**config.mk**
```make
export PLATFORM = sky130hd
export DESIGN_NAME = mips_mc_controller_flat
export DESIGN_NICKNAME = d
export VERILOG_FILES = /design/src/rtl/alu_pkg.sv /design/src/rtl/mips_mc_controller_if.sv /design/src/rtl/mips_mc_controller.sv /design/src/flat_wrapper.sv
export SDC_FILE = /design/constraint.sdc
export NUM_CORES = 1
export LEC_CHECK = 0
export CORE_MARGIN = 2
export CORE_UTILIZATION = 40
export CTS_CLUSTER_DIAMETER = 200
export DETAILED_ROUTE_END_ITERATION = 8
export PLACE_DENSITY = 0.76
export SLEW_MARGIN = 30
export SYNTH_ARGS = -nofsm -noshare
export SYNTH_HDL_FRONTEND = slang
export SYNTH_SLANG_ARGS = --single-unit
export TNS_END_PERCENT = 50
```
**constraint.sdc**
```tcl
create_clock -name clk -period 1.94 [get_ports clk]
set_input_delay 0.194 -clock clk [delete_from_list [all_inputs] [get_ports clk]]
set_output_delay 0.194 -clock clk [all_outputs]
set_load 0.05 [all_outputs]
```
**src/rtl/alu_pkg.sv**
```systemverilog
// ALU operation encodings shared by the controller and the datapath ALU.
// Immediate-ALU and branch encodings equal their instruction opcodes, so the
// controller can cast the opcode field straight onto the ALU select.
package alu_pkg;

    typedef enum logic [5:0] {
        ALU_RTYPE = 6'h00,  // operation chosen by the funct field
        ALU_BEQ   = 6'h04,
        ALU_BNE   = 6'h05,
        ALU_BLEZ  = 6'h06,
        ALU_BGTZ  = 6'h07,
        ALU_ADDIU = 6'h09,
        ALU_SLTI  = 6'h0A,
        ALU_SLTIU = 6'h0B,
        ALU_ANDI  = 6'h0C,
        ALU_ORI   = 6'h0D,
        ALU_XORI  = 6'h0E
    } alu_op_sel_t;

endpackage

```
**src/rtl/mips_mc_controller_if.sv**
```systemverilog
// Controller <-> datapath bundle: instruction fields in, every mux select,
// write enable and ALU select out. master = controller, slave = datapath.
interface mips_mc_controller_if;
    import alu_pkg::*;

    logic [5:0]  ir_31_26;
    logic [5:0]  ir_5_to_0;
    logic        pc_write_cond;
    logic        pc_write;
    logic        i_or_d;
    logic        mem_write;
    logic        mem_to_reg;
    logic        ir_write;
    logic        jump_and_link;
    logic        is_signed;
    logic        alu_src_a;
    logic        reg_write;
    logic        reg_dst;
    logic [1:0]  pc_source;
    logic [1:0]  alu_src_b;
    alu_op_sel_t alu_op;
    logic        halted;

    modport master (
        input  ir_31_26, ir_5_to_0,
        output pc_write_cond, pc_write, i_or_d, mem_write, mem_to_reg,
               ir_write, jump_and_link, is_signed, alu_src_a, reg_write,
               reg_dst, pc_source, alu_src_b, alu_op, halted
    );

    modport slave (
        output ir_31_26, ir_5_to_0,
        input  pc_write_cond, pc_write, i_or_d, mem_write, mem_to_reg,
               ir_write, jump_and_link, is_signed, alu_src_a, reg_write,
               reg_dst, pc_source, alu_src_b, alu_op, halted
    );
endinterface

```
**src/rtl/mips_mc_controller.sv**
```systemverilog
// Multi-cycle MIPS control FSM with a configurable memory read latency.
// Outputs are Moore-style from the state, qualified by the IR fields.
module mips_mc_controller
    import alu_pkg::*;
#(
    parameter int MEM_WAIT_CYCLES = 1,   // 1..15
    parameter int WIDTH           = 32   // datapath width, not used here
) (
    input  logic                  clk,
    input  logic                  rst,
    mips_mc_controller_if.master  ctl
);

    localparam int WCNT_W = $clog2(MEM_WAIT_CYCLES + 1);

    localparam logic [5:0] OP_RTYPE = 6'h00;
    localparam logic [5:0] OP_J     = 6'h02;
    localparam logic [5:0] OP_JAL   = 6'h03;
    localparam logic [5:0] OP_BEQ   = 6'h04;
    localparam logic [5:0] OP_BNE   = 6'h05;
    localparam logic [5:0] OP_BLEZ  = 6'h06;
    localparam logic [5:0] OP_BGTZ  = 6'h07;
    localparam logic [5:0] OP_ADDIU = 6'h09;
    localparam logic [5:0] OP_SLTI  = 6'h0A;
    localparam logic [5:0] OP_SLTIU = 6'h0B;
    localparam logic [5:0] OP_ANDI  = 6'h0C;
    localparam logic [5:0] OP_ORI   = 6'h0D;
    localparam logic [5:0] OP_XORI  = 6'h0E;
    localparam logic [5:0] OP_LW    = 6'h23;
    localparam logic [5:0] OP_SW    = 6'h2B;
    localparam logic [5:0] FN_JR    = 6'h08;

    typedef enum logic [3:0] {
        FETCH1, FETCH_WAIT, DECODE, R_EXEC, R_WB, IMM_EXEC, IMM_WB,
        MEM_ADDR, LW_WAIT, LW_WB, SW_ACCESS, BRANCH, JUMP, JR_EXEC, HALT
    } state_t;

    state_t              state_reg;
    state_t              state_next;
    logic [WCNT_W-1:0]   wcnt_reg;
    logic                last_wait;

    // Out-of-range parameters leave this marker block in the hierarchy,
    // which makes a bad build easy to spot in the elaborated netlist.
    generate
        if (MEM_WAIT_CYCLES < 1 || MEM_WAIT_CYCLES > 15 || WIDTH < 1) begin : g_param_out_of_range
        end
    endgenerate

    assign last_wait = (wcnt_reg == WCNT_W'(MEM_WAIT_CYCLES - 1));

    // State register; reset aborts any instruction and restarts at FETCH1.
    always_ff @(posedge clk or posedge rst) begin
        if (rst) begin
            state_reg <= FETCH1;
        end else begin
            state_reg <= state_next;
        end
    end

    // Memory wait counter: runs only inside the wait states, zero elsewhere,
    // so it is always clear on entry to FETCH_WAIT / LW_WAIT.
    always_ff @(posedge clk or posedge rst) begin
        if (rst) begin
            wcnt_reg <= '0;
        end else if ((state_reg == FETCH_WAIT || state_reg == LW_WAIT) && !last_wait) begin
            wcnt_reg <= wcnt_reg + WCNT_W'(1);
        end else begin
            wcnt_reg <= '0;
        end
    end

    // Next-state decode and datapath control outputs.
    always_comb begin
        state_next        = state_reg;
        ctl.pc_write_cond = 1'b0;
        ctl.pc_write      = 1'b0;
        ctl.i_or_d        = 1'b0;
        ctl.mem_write     = 1'b0;
        ctl.mem_to_reg    = 1'b0;
        ctl.ir_write      = 1'b0;
        ctl.jump_and_link = 1'b0;
        ctl.is_signed     = 1'b0;
        ctl.alu_src_a     = 1'b0;
        ctl.reg_write     = 1'b0;
        ctl.reg_dst       = 1'b0;
        ctl.pc_source     = 2'b00;
        ctl.alu_src_b     = 2'b00;
        ctl.alu_op        = ALU_ADDIU;
        ctl.halted        = 1'b0;

        case (state_reg)
            FETCH1: begin
                ctl.alu_src_b = 2'b01;          // PC <= PC + 4
                ctl.pc_write  = 1'b1;
                state_next    = FETCH_WAIT;
            end
            FETCH_WAIT: begin
                if (last_wait) begin
                    ctl.ir_write = 1'b1;        // read data valid this cycle
                    state_next   = DECODE;
                end
            end
            DECODE: begin
                ctl.alu_src_b = 2'b11;          // ALUOut <= PC + (sext(imm) << 2)
                ctl.is_signed = 1'b1;
                case (ctl.ir_31_26)
                    OP_RTYPE: state_next = (ctl.ir_5_to_0 == FN_JR) ? JR_EXEC : R_EXEC;
                    OP_ADDIU, OP_SLTI, OP_SLTIU,
                    OP_ANDI, OP_ORI, OP_XORI:   state_next = IMM_EXEC;
                    OP_LW, OP_SW:               state_next = MEM_ADDR;
                    OP_BEQ, OP_BNE,
                    OP_BLEZ, OP_BGTZ:           state_next = BRANCH;
                    OP_J, OP_JAL:               state_next = JUMP;
                    default:                    state_next = HALT;
                endcase
            end
            R_EXEC: begin
                ctl.alu_src_a = 1'b1;
                ctl.alu_op    = ALU_RTYPE;
                state_next    = R_WB;
            end
            R_WB: begin
                ctl.reg_dst   = 1'b1;
                ctl.reg_write = 1'b1;
                state_next    = FETCH1;
            end
            IMM_EXEC: begin
                ctl.alu_src_a = 1'b1;
                ctl.alu_src_b = 2'b10;
                ctl.alu_op    = alu_op_sel_t'(ctl.ir_31_26);
                // logical immediates are zero-extended
                ctl.is_signed = !(ctl.ir_31_26 == OP_ANDI || ctl.ir_31_26 == OP_ORI ||
                                  ctl.ir_31_26 == OP_XORI);
                state_next    = IMM_WB;
            end
            IMM_WB: begin
                ctl.reg_write = 1'b1;
                state_next    = FETCH1;
            end
            MEM_ADDR: begin
                ctl.alu_src_a = 1'b1;
                ctl.alu_src_b = 2'b10;
                ctl.is_signed = 1'b1;
                state_next    = (ctl.ir_31_26 == OP_LW) ? LW_WAIT : SW_ACCESS;
            end
            LW_WAIT: begin
                ctl.i_or_d = 1'b1;
                if (last_wait) begin
                    state_next = LW_WB;
                end
            end
            LW_WB: begin
                ctl.mem_to_reg = 1'b1;
                ctl.reg_write  = 1'b1;
                state_next     = FETCH1;
            end
            SW_ACCESS: begin
                ctl.i_or_d    = 1'b1;
                ctl.mem_write = 1'b1;
                state_next    = FETCH1;
            end
            BRANCH: begin
                ctl.alu_src_a     = 1'b1;
                ctl.alu_op        = alu_op_sel_t'(ctl.ir_31_26);
                ctl.pc_source     = 2'b01;
                ctl.pc_write_cond = 1'b1;
                state_next        = FETCH1;
            end
            JUMP: begin
                ctl.pc_source = 2'b10;
                ctl.pc_write  = 1'b1;
                if (ctl.ir_31_26 == OP_JAL) begin
                    ctl.jump_and_link = 1'b1;
                    ctl.reg_write     = 1'b1;
                end
                state_next = FETCH1;
            end
            JR_EXEC: begin
                ctl.alu_src_a = 1'b1;
                ctl.alu_op    = ALU_RTYPE;
                ctl.pc_source = 2'b00;
                ctl.pc_write  = 1'b1;
                state_next    = FETCH1;
            end
            HALT: begin
                ctl.halted = 1'b1;
            end
            default: begin
                state_next = HALT;
            end
        endcase
    end

endmodule

```
**src/flat_wrapper.sv**
```systemverilog
// flat-port wrapper written by rule: the top's interface ports become plain ports
module mips_mc_controller_flat import alu_pkg::*;
#(
    parameter int MEM_WAIT_CYCLES = 1,           
    parameter int WIDTH           = 32                                   
)
  (clk, rst, ctl_ir_31_26, ctl_ir_5_to_0, ctl_pc_write_cond, ctl_pc_write, ctl_i_or_d, ctl_mem_write, ctl_mem_to_reg, ctl_ir_write, ctl_jump_and_link, ctl_is_signed, ctl_alu_src_a, ctl_reg_write, ctl_reg_dst, ctl_pc_source, ctl_alu_src_b, ctl_alu_op, ctl_halted);
  mips_mc_controller_if ctl_i ();
  input  logic clk;
  input  logic rst;
  input wire logic [$bits(ctl_i.ir_31_26)-1:0] ctl_ir_31_26;
  input wire logic [$bits(ctl_i.ir_5_to_0)-1:0] ctl_ir_5_to_0;
  output wire logic [$bits(ctl_i.pc_write_cond)-1:0] ctl_pc_write_cond;
  output wire logic [$bits(ctl_i.pc_write)-1:0] ctl_pc_write;
  output wire logic [$bits(ctl_i.i_or_d)-1:0] ctl_i_or_d;
  output wire logic [$bits(ctl_i.mem_write)-1:0] ctl_mem_write;
  output wire logic [$bits(ctl_i.mem_to_reg)-1:0] ctl_mem_to_reg;
  output wire logic [$bits(ctl_i.ir_write)-1:0] ctl_ir_write;
  output wire logic [$bits(ctl_i.jump_and_link)-1:0] ctl_jump_and_link;
  output wire logic [$bits(ctl_i.is_signed)-1:0] ctl_is_signed;
  output wire logic [$bits(ctl_i.alu_src_a)-1:0] ctl_alu_src_a;
  output wire logic [$bits(ctl_i.reg_write)-1:0] ctl_reg_write;
  output wire logic [$bits(ctl_i.reg_dst)-1:0] ctl_reg_dst;
  output wire logic [$bits(ctl_i.pc_source)-1:0] ctl_pc_source;
  output wire logic [$bits(ctl_i.alu_src_b)-1:0] ctl_alu_src_b;
  output wire logic [$bits(ctl_i.alu_op)-1:0] ctl_alu_op;
  output wire logic [$bits(ctl_i.halted)-1:0] ctl_halted;
  assign ctl_i.ir_31_26 = ctl_ir_31_26;
  assign ctl_i.ir_5_to_0 = ctl_ir_5_to_0;
  assign ctl_pc_write_cond = ctl_i.pc_write_cond;
  assign ctl_pc_write = ctl_i.pc_write;
  assign ctl_i_or_d = ctl_i.i_or_d;
  assign ctl_mem_write = ctl_i.mem_write;
  assign ctl_mem_to_reg = ctl_i.mem_to_reg;
  assign ctl_ir_write = ctl_i.ir_write;
  assign ctl_jump_and_link = ctl_i.jump_and_link;
  assign ctl_is_signed = ctl_i.is_signed;
  assign ctl_alu_src_a = ctl_i.alu_src_a;
  assign ctl_reg_write = ctl_i.reg_write;
  assign ctl_reg_dst = ctl_i.reg_dst;
  assign ctl_pc_source = ctl_i.pc_source;
  assign ctl_alu_src_b = ctl_i.alu_src_b;
  assign ctl_alu_op = ctl_i.alu_op;
  assign ctl_halted = ctl_i.halted;
  mips_mc_controller #(.MEM_WAIT_CYCLES(MEM_WAIT_CYCLES), .WIDTH(WIDTH)) u_core (.clk(clk), .rst(rst), .ctl(ctl_i));
endmodule
```
Word level (Yosys, flattened, before mapping)
Cells that the tools add are included.

storage, ports and cells
  input port bits = 14
  output and inout port bits = 22
  register bits = 5
  logic and storage cells = 80

cells by class
  $add $sub $neg = 1
  bitwise gates (word level) = 1
  eq/ne operators = 31
  reduce and logical (&&, ||, !) cells = 21
  muxes and demuxes = 24

operators with widths
  operator            number
  $eq 6x4->1 const B  7
  $pmux 4 s9          1
  $eq 4x4->1 const B  7
  $eq 6x3->1 const B  4
  $pmux 4 s5          1
  $eq 4x3->1 const B  4
  $reduce_or 2->1     7
  $mux 1              13
  $eq 6x2->1 const B  2
  $eq 6x6->1 const B  2
  $mux 4              3
  $pmux 6 s2          1
  $eq 4x2->1 const B  2
  $reduce_or 7->1     1
  $logic_not 6->1     1
  $pmux 2 s3          1
  $reduce_or 3->1     2
  $reduce_or 6->1     1
  $reduce_or 5->1     1
  $eq 4x1->1 const B  1
  $logic_not 4->1     1
  $ne 2x2->1 const B  2
  $pmux 1 s2          2
  $pmux 2 s2          1
  8 further kinds     10

Logic depth before layout (Yosys ltp)
  depth in word-level cells = 5
  mapped depth = 5
  mapped depth without buffers = 4

Worst setup path before layout
No wires, ideal clock.

  path kind = register -> output
  start = register u_core.state_reg[0]
  end = output ctl_pc_write
  path slack = -0.731 ns
  required time = 1.746 ns
  arrival = 2.477 ns
  cell stages (with the launch flop) = 5
  buffers on the path = 1
  cell sequence = dfrtp_1 -> clkbuf_1 -> nor3_1 -> a21oi_1 -> nor2_1

on the way
  word-level cells in the longest chain between the ends = 3
  elaborated cells on any way between the ends = 5
  those cells by class = 2 x eq/ne; 1 x mux; 2 x reduce/logical

RTL lines
  element                                               line                      source
  start, declared                                       mips_mc_controller.sv:38  state_t state_reg;
  start signal, assigned                                mips_mc_controller.sv:57  state_reg <= state_next;
  $eq 4x4->1 / $logic_not 4->1 (equally long branches)  mips_mc_controller.sv:92  case (state_reg)
  $reduce_or 3->1 (no source line) *                    -
  $mux 1 *                                              mips_mc_controller.sv:92
  end, declared                                         flat_wrapper.sv:14        output wire logic [$bits(ctl_i.pc_write)-1:0] ctl_pc_write;

Mark *: on every way between the ends. The rest lies on a longest branch, timed or not.

Worst setup path in the final report
  start = register u_core.state_reg[2]
  end = output ctl_alu_op[2]

on the way
  word-level cells in the longest chain between the ends = 3
  elaborated cells on any way between the ends = 7
  those cells by class = 4 x eq/ne; 1 x mux; 2 x reduce/logical

RTL lines
  element                                   line                      source
  $eq 4x2->1, or another cell as far along  mips_mc_controller.sv:92
  $reduce_or 2->1 (no source line)          -
  $pmux 6 s2 *                              mips_mc_controller.sv:92
  end, declared                             flat_wrapper.sv:26        output wire logic [$bits(ctl_i.alu_op)-1:0] ctl_alu_op;

Marked as above.

==> run metrics <==
routed wl met3=174 um; global-route wire length before repair=4.53 mm; Worst path max stage delay=0.48 ns; pwr dens=1350 nW/um^2; switch share=52.5%; crit-path cells=nand2b_1, mux2i_2, and3_1, buf_12; run status=finished clean; count leader, synth=nor2_1; EDFF count, synth=0; fin crit period=1.90 ns; post-synthesis cell area=768 um^2; port bufs=35; Rows=15; GRT Util Overall=27.7%; Worst Tran Pin Value=0.532 ns; Syn Nets=134; WP data arrival=1.71 ns; largest net degree at the start of global routing=16; Detail Route Antenna Nets=0; combinational power share=83.0%; clk slew on worst S/H paths=0.05 ns; DIE HEIGHT=47.8 um; Die Wd=47.8 um; register bit total from synthesis=5; CTS tree=done; area leader, netlist=dfrtp_1; Setup CP Type=reg2out; relative slew slack=64.2%; Min-Delay Path Class=in2async; met2 WL post-DR=1.47 mm; routability cong.=0.919; Crit path required time=1.75 ns; Reg power frac=10.7%; Core Region=1760 um^2; Mapped Cells=120; P&R area growth vs syn=96.3%; number of nets in the layout=177; peak supply drop=0.881 mV; Final Hold Viols=0; Root Buffer=clkbuf_4; MaxCap Viol Count=0; DRT iter0 DRCs=47; top cells by area, synth=dfrtp_1 (16%), nor2_1 (8.3%), o21ai_0 (7.2%); drt via density=5.87; Setup TNS=0 ns; Clk network pwr share=6.3%; share of layout cells above drive strength 1=32.7%; initial antenna violation count=0; full die area=2290 um^2; Setup Fix Bufs, Post-CTS=0; vias in the first global route=1036; post-synth top area share=16.3%; crit path max-delay cell type=dfrtp_2; Switch Pwr=0.00107 W; Yosys cell types=39; max reg flops=4; Worst Setup End Kind=output port; H-tree levels=1; Peak Freq=526 MHz; clock latency on the worst-skew pair=0.26 ns; Top FF cell, synth=dfrtp_1; CTS buffer count=3; drt pass-1 iters=4; starting density of the core=43.5%; Lkg Pwr=0.617 nW; DRT Wirelength=2.96 mm; Ys Warns=0; most frequent cells after synthesis=nor2_1 (17), o21ai_0 (11), a21oi_1 (10); I/O pins=36; DR vias=1098; ys async rst share=100%; syn_area_per_cell=6.40 um^2; final setup fails=0; n_diodes=0; met1 WL=1.17 mm; Top Layer Used=met4; Final Non-Filler Cells=187; hold_ws=0.139 ns; CTS Buffer Depth=2; Clock Skews=0.0107 ns; P_int=0.000966 W; Max Slew Vio Count=0; CP Max Fanout=11; Inst Count DP=183; Worst setup SP type=flop; post-DP HPWL=2.14 mm; Seq/Total Area, Yosys=16.3%; Final Cycle Share=98.0%; post-DR wirelength/cell=15.8 um; GRT overflow=0; remaining routing DRC violations=0; clock sinks=5
[power groups by stage]
stage / clock network [W] / registers (W) / logic, W
after global placement: 0 / 0.000201 / 0.00163
after detailed placement: 0 / 0.000208 / 0.00166
after global routing: 0.000144 / 0.000222 / 0.00178
after CTS: 0.000122 / 0.000209 / 0.00167
final: 0.000129 / 0.000218 / 0.00169
after floorplan: 0 / 0.000158 / 0.000950
[path summary, 6_finish.rpt]
check	startpoint	end	cells after the start	slack, ns
worst max-delay path	u_core.state_reg[2]	ctl_alu_op[2]	4	0.04
worst min-delay path	rst	u_core.state_reg[1]	2	0.14
worst max register to register	u_core.state_reg[0]	u_core.state_reg[3]	5	0.29
worst min register to register	u_core.wcnt_reg	u_core.state_reg[0]	2	0.69
max in group asynchronous	rst	u_core.state_reg[0]	2	1.59
min in group clk	u_core.wcnt_reg	u_core.state_reg[0]	2	0.69
[worst max-delay path: cells and delay by family (launching register included)]
family	cells	cell delay [ns]
AND/OR/NAND/NOR	2	0.54
flip-flops	1	0.48
multiplexers	1	0.27
buffers and inverters	1	0.15
[cell type report]
| class | instances | area, um^2 |
|---|---|---|
| Timing Repair Buffer | 51 | 691 |
| Multi-Input combinational cell | 97 | 613 |
| Fill cell | 105 | 256 |
| Sequential cell | 5 | 128 |
| Tap cell | 25 | 31.3 |
| Clock buffer | 4 | 26.3 |
| Inverter | 5 | 18.8 |
[logic make-up after synthesis]
family	synth area share, %
AND/OR/NAND/NOR	39.3
AO/OA/AOI/OAI	31.8
other	0.488
buffers and inverters	9.61
multiplexers	2.61
flip-flops	16.3
[layout by cell type, fill, tap and decap left out, drive strengths merged, types with 2 or more instances in the layout]
master	n
dfrtp	5
nand2	8
clkbuf	4
nor4	4
nor2	17
nor2b	5
buf	38
o22a	2
a21oi	10
nand2b	5
clkdlybuf4s50	13
and3	5
o21ai	11
inv	5
nor3	6
mux2i	2
nand3	2
or4b	2
[what timing repair did]
action,4_1_cts,5_1_grt
endpoints found under the setup margin,0,7
resized for setup,0,5
endpoints found under the hold margin,0,0
hold buffers,0,0
[per-layer routing]
layer / track usage (%) / vias to the layer above
met5: 0 / -
met4: 11.4 / 0
met3: 5.28 / 18
met2: 47.5 / 60
met1: 33.8 / 507
li1: - / 513
[metrics by stage]
step	power, W	setup slack (ns)	utilization [%]	cell area, um^2
floorplan	0.00111	-0.197	-	795
global placement	0.00183	0.0922	82.8	1460
detailed placement	0.00187	0.0642	82.8	1460
CTS	0.00200	0.00973	84.3	1490
global route	0.00214	-0.0337	85.5	1510
finish	0.00204	0.0378	85.5	1510
No activity file was read; power rests on OpenSTA's default activity.
==> patch: new RTL, same settings <==
Make the reset (`rst`) synchronous in 2 clocked blocks.
--- a/src/rtl/mips_mc_controller.sv
+++ b/src/rtl/mips_mc_controller.sv
@@ -50,7 +50,7 @@
     assign last_wait = (wcnt_reg == WCNT_W'(MEM_WAIT_CYCLES - 1));
 
     // State register; reset aborts any instruction and restarts at FETCH1.
-    always_ff @(posedge clk or posedge rst) begin
+    always_ff @(posedge clk) begin
         if (rst) begin
             state_reg <= FETCH1;
         end else begin
@@ -60,7 +60,7 @@
 
     // Memory wait counter: runs only inside the wait states, zero elsewhere,
     // so it is always clear on entry to FETCH_WAIT / LW_WAIT.
-    always_ff @(posedge clk or posedge rst) begin
+    always_ff @(posedge clk) begin
         if (rst) begin
             wcnt_reg <= '0;
         end else if ((state_reg == FETCH_WAIT || state_reg == LW_WAIT) && !last_wait) begin
Behaviour: differs if rst is asserted again (counterexample within 4 cycles, from zero or initial values and one cycle with rst high); with rst held inactive, the same outputs for 10 cycles.
==> patch against the unedited design <==
Total power down 14%. Area after synthesis up 9.0%. Design area rose by 1.2%. Critical path depth grew 3. Critical endpoint is now ctl_reg_write. Setup slack gained 15 ps. Clock power decreased by 5%. Sequential cell count unchanged. Wire length shrank 5.3%.
==> patch: results (changes against the unedited design) <==
metric,value,unit,change
status,"complete, no violations",,unchanged
Post-DP Area,1490,µm²,was 1460 µm²
Reg2Reg Depth,6,,was 5
Final nets,188,,was 177
mux contribution to synthesized area,0,%,was 2.61%
Routed WL per cell,14.0,µm,was 15.8 µm
Mapped Nets,149,,was 134
ratio of cells with drive above 1 in the final layout,30.1,%,was 32.7%
placed cells,196,,was 183
Hold Path Class,input port to flop,,was input port to async pin
initial DRC count,39,,was 47
met2 usage,44.4,%,was 47.5%
Netlist cell types,37,,was 39
met1 Resource Use GR,28.3,%,was 33.8%
"Slowest-stage cell, CP",clkdlybuf4s50_1,,was dfrtp_2
crit path DAT,1690,ps,was 1710 ps
asr flop ratio synth,0,%,was 100%
Vias/cell,5.65,,was 5.87
clock skew,4.32,ps,was 10.7 ps
RR Endpoint,u_core.state_reg[1],,was u_core.state_reg[3]
dpl ws,22.1,ps,was 64.2 ps
Crit Path Max Fanout,12,,was 11
top post-synthesis cells by area,"dfxtp_1 12%, nor2_1 7.6%, nand2_1 6.7%, a21oi_1 4.8%, clkbuf_1 4.0%",,"was dfrtp_1 16%, nor2_1 8.3%, o21ai_0 7.2%, a21oi_1 6.5%, clkbuf_1 4.4%"
reg2reg start,u_core.state_reg[0],,unchanged
Main synth FF type,dfxtp_1,,was dfrtp_1
first-pass GRT wire length,4710,µm,was 4530 µm
worst vdd ir,1050,µV,was 881 µV
total number of vias,1129,,"was 1,098"
reg2reg setup slack,470,ps,was 290 ps
==> patch: cell types whose count changed in the layout (fill, tap and decap cells not counted), sizes merged, moves of 3 or more <==
cell and change:
nor3b +4, nand3 +3, dfrtp -5, dfxtp +5, o21ai -5, nor4b +3, inv -3, o31ai +3
nand2 +7
==> patch: per-layer routing <==
metal,vias up,wire (µm),part of all wire [%]
met5,-,0,0
met1,507,1110,39
met2,62,1460,52
met3,8,155,5.5
met4,0,79,2.8
li1,552,-,-
==> patch: how the worst max path moves through the flow <==
stage,from,end,slack (ps),depth (start not counted)
global placement,ctl_ir_31_26[2],u_core.state_reg[1],90,7
detailed placement,ctl_ir_31_26[2],u_core.state_reg[2],20,7
global route,ctl_ir_31_26[2],ctl_reg_write,-10,7
CTS,ctl_ir_31_26[2],ctl_is_signed,30,7
finish,ctl_ir_31_26[2],ctl_reg_write,50,7
floorplan,u_core.state_reg[0],ctl_reg_write,-540,5
==> patch: power breakdown <==
part	internal (mW)	leakage [nW]	switching [mW]
sequential	0.137	0.0423	0.0751
combinational	0.611	0.578	0.796
clock	0.0779	0.0150	0.0454
==> patch: area by class of cell <==
cell class	count	area, µm²
fill	155	437
tap	27	33.8
sequential	5	103
inverter	2	7.51
multi-input combinational	111	671
timing repair buffer	51	684
clock buffer	4	26.3
==> patch: logic make-up (layout without fill, tap and decap cells) <==
logic type | after synthesis | after routing
compound gates | 32 | 32
xor+xnor | 1 | 1
buf+inv | 19 | 57
flops | 5 | 5
other cells | 1 | 1
simple gates | 77 | 77
==> patch: worst max-delay path: cells and delay by family <==
| family | cells | cell delay (ps) |
|---|---|---|
| buffers and inverters | 3 | 850 |
| AND/OR/NAND/NOR | 4 | 660 |
==> patch: timing repair <==
action	CTS	global route
resized for setup	2	3
setup endpoints to repair	2	2
pin swaps	0	0
==> patch: metrics by stage <==
stage / setup TNS [ps] / hold slack, ps
global placement: 0 / 699
detailed placement: 0 / 723
global route: -14.1 / 581
floorplan: -1640 / 273
finish: 0 / 581
CTS: 0 / 570
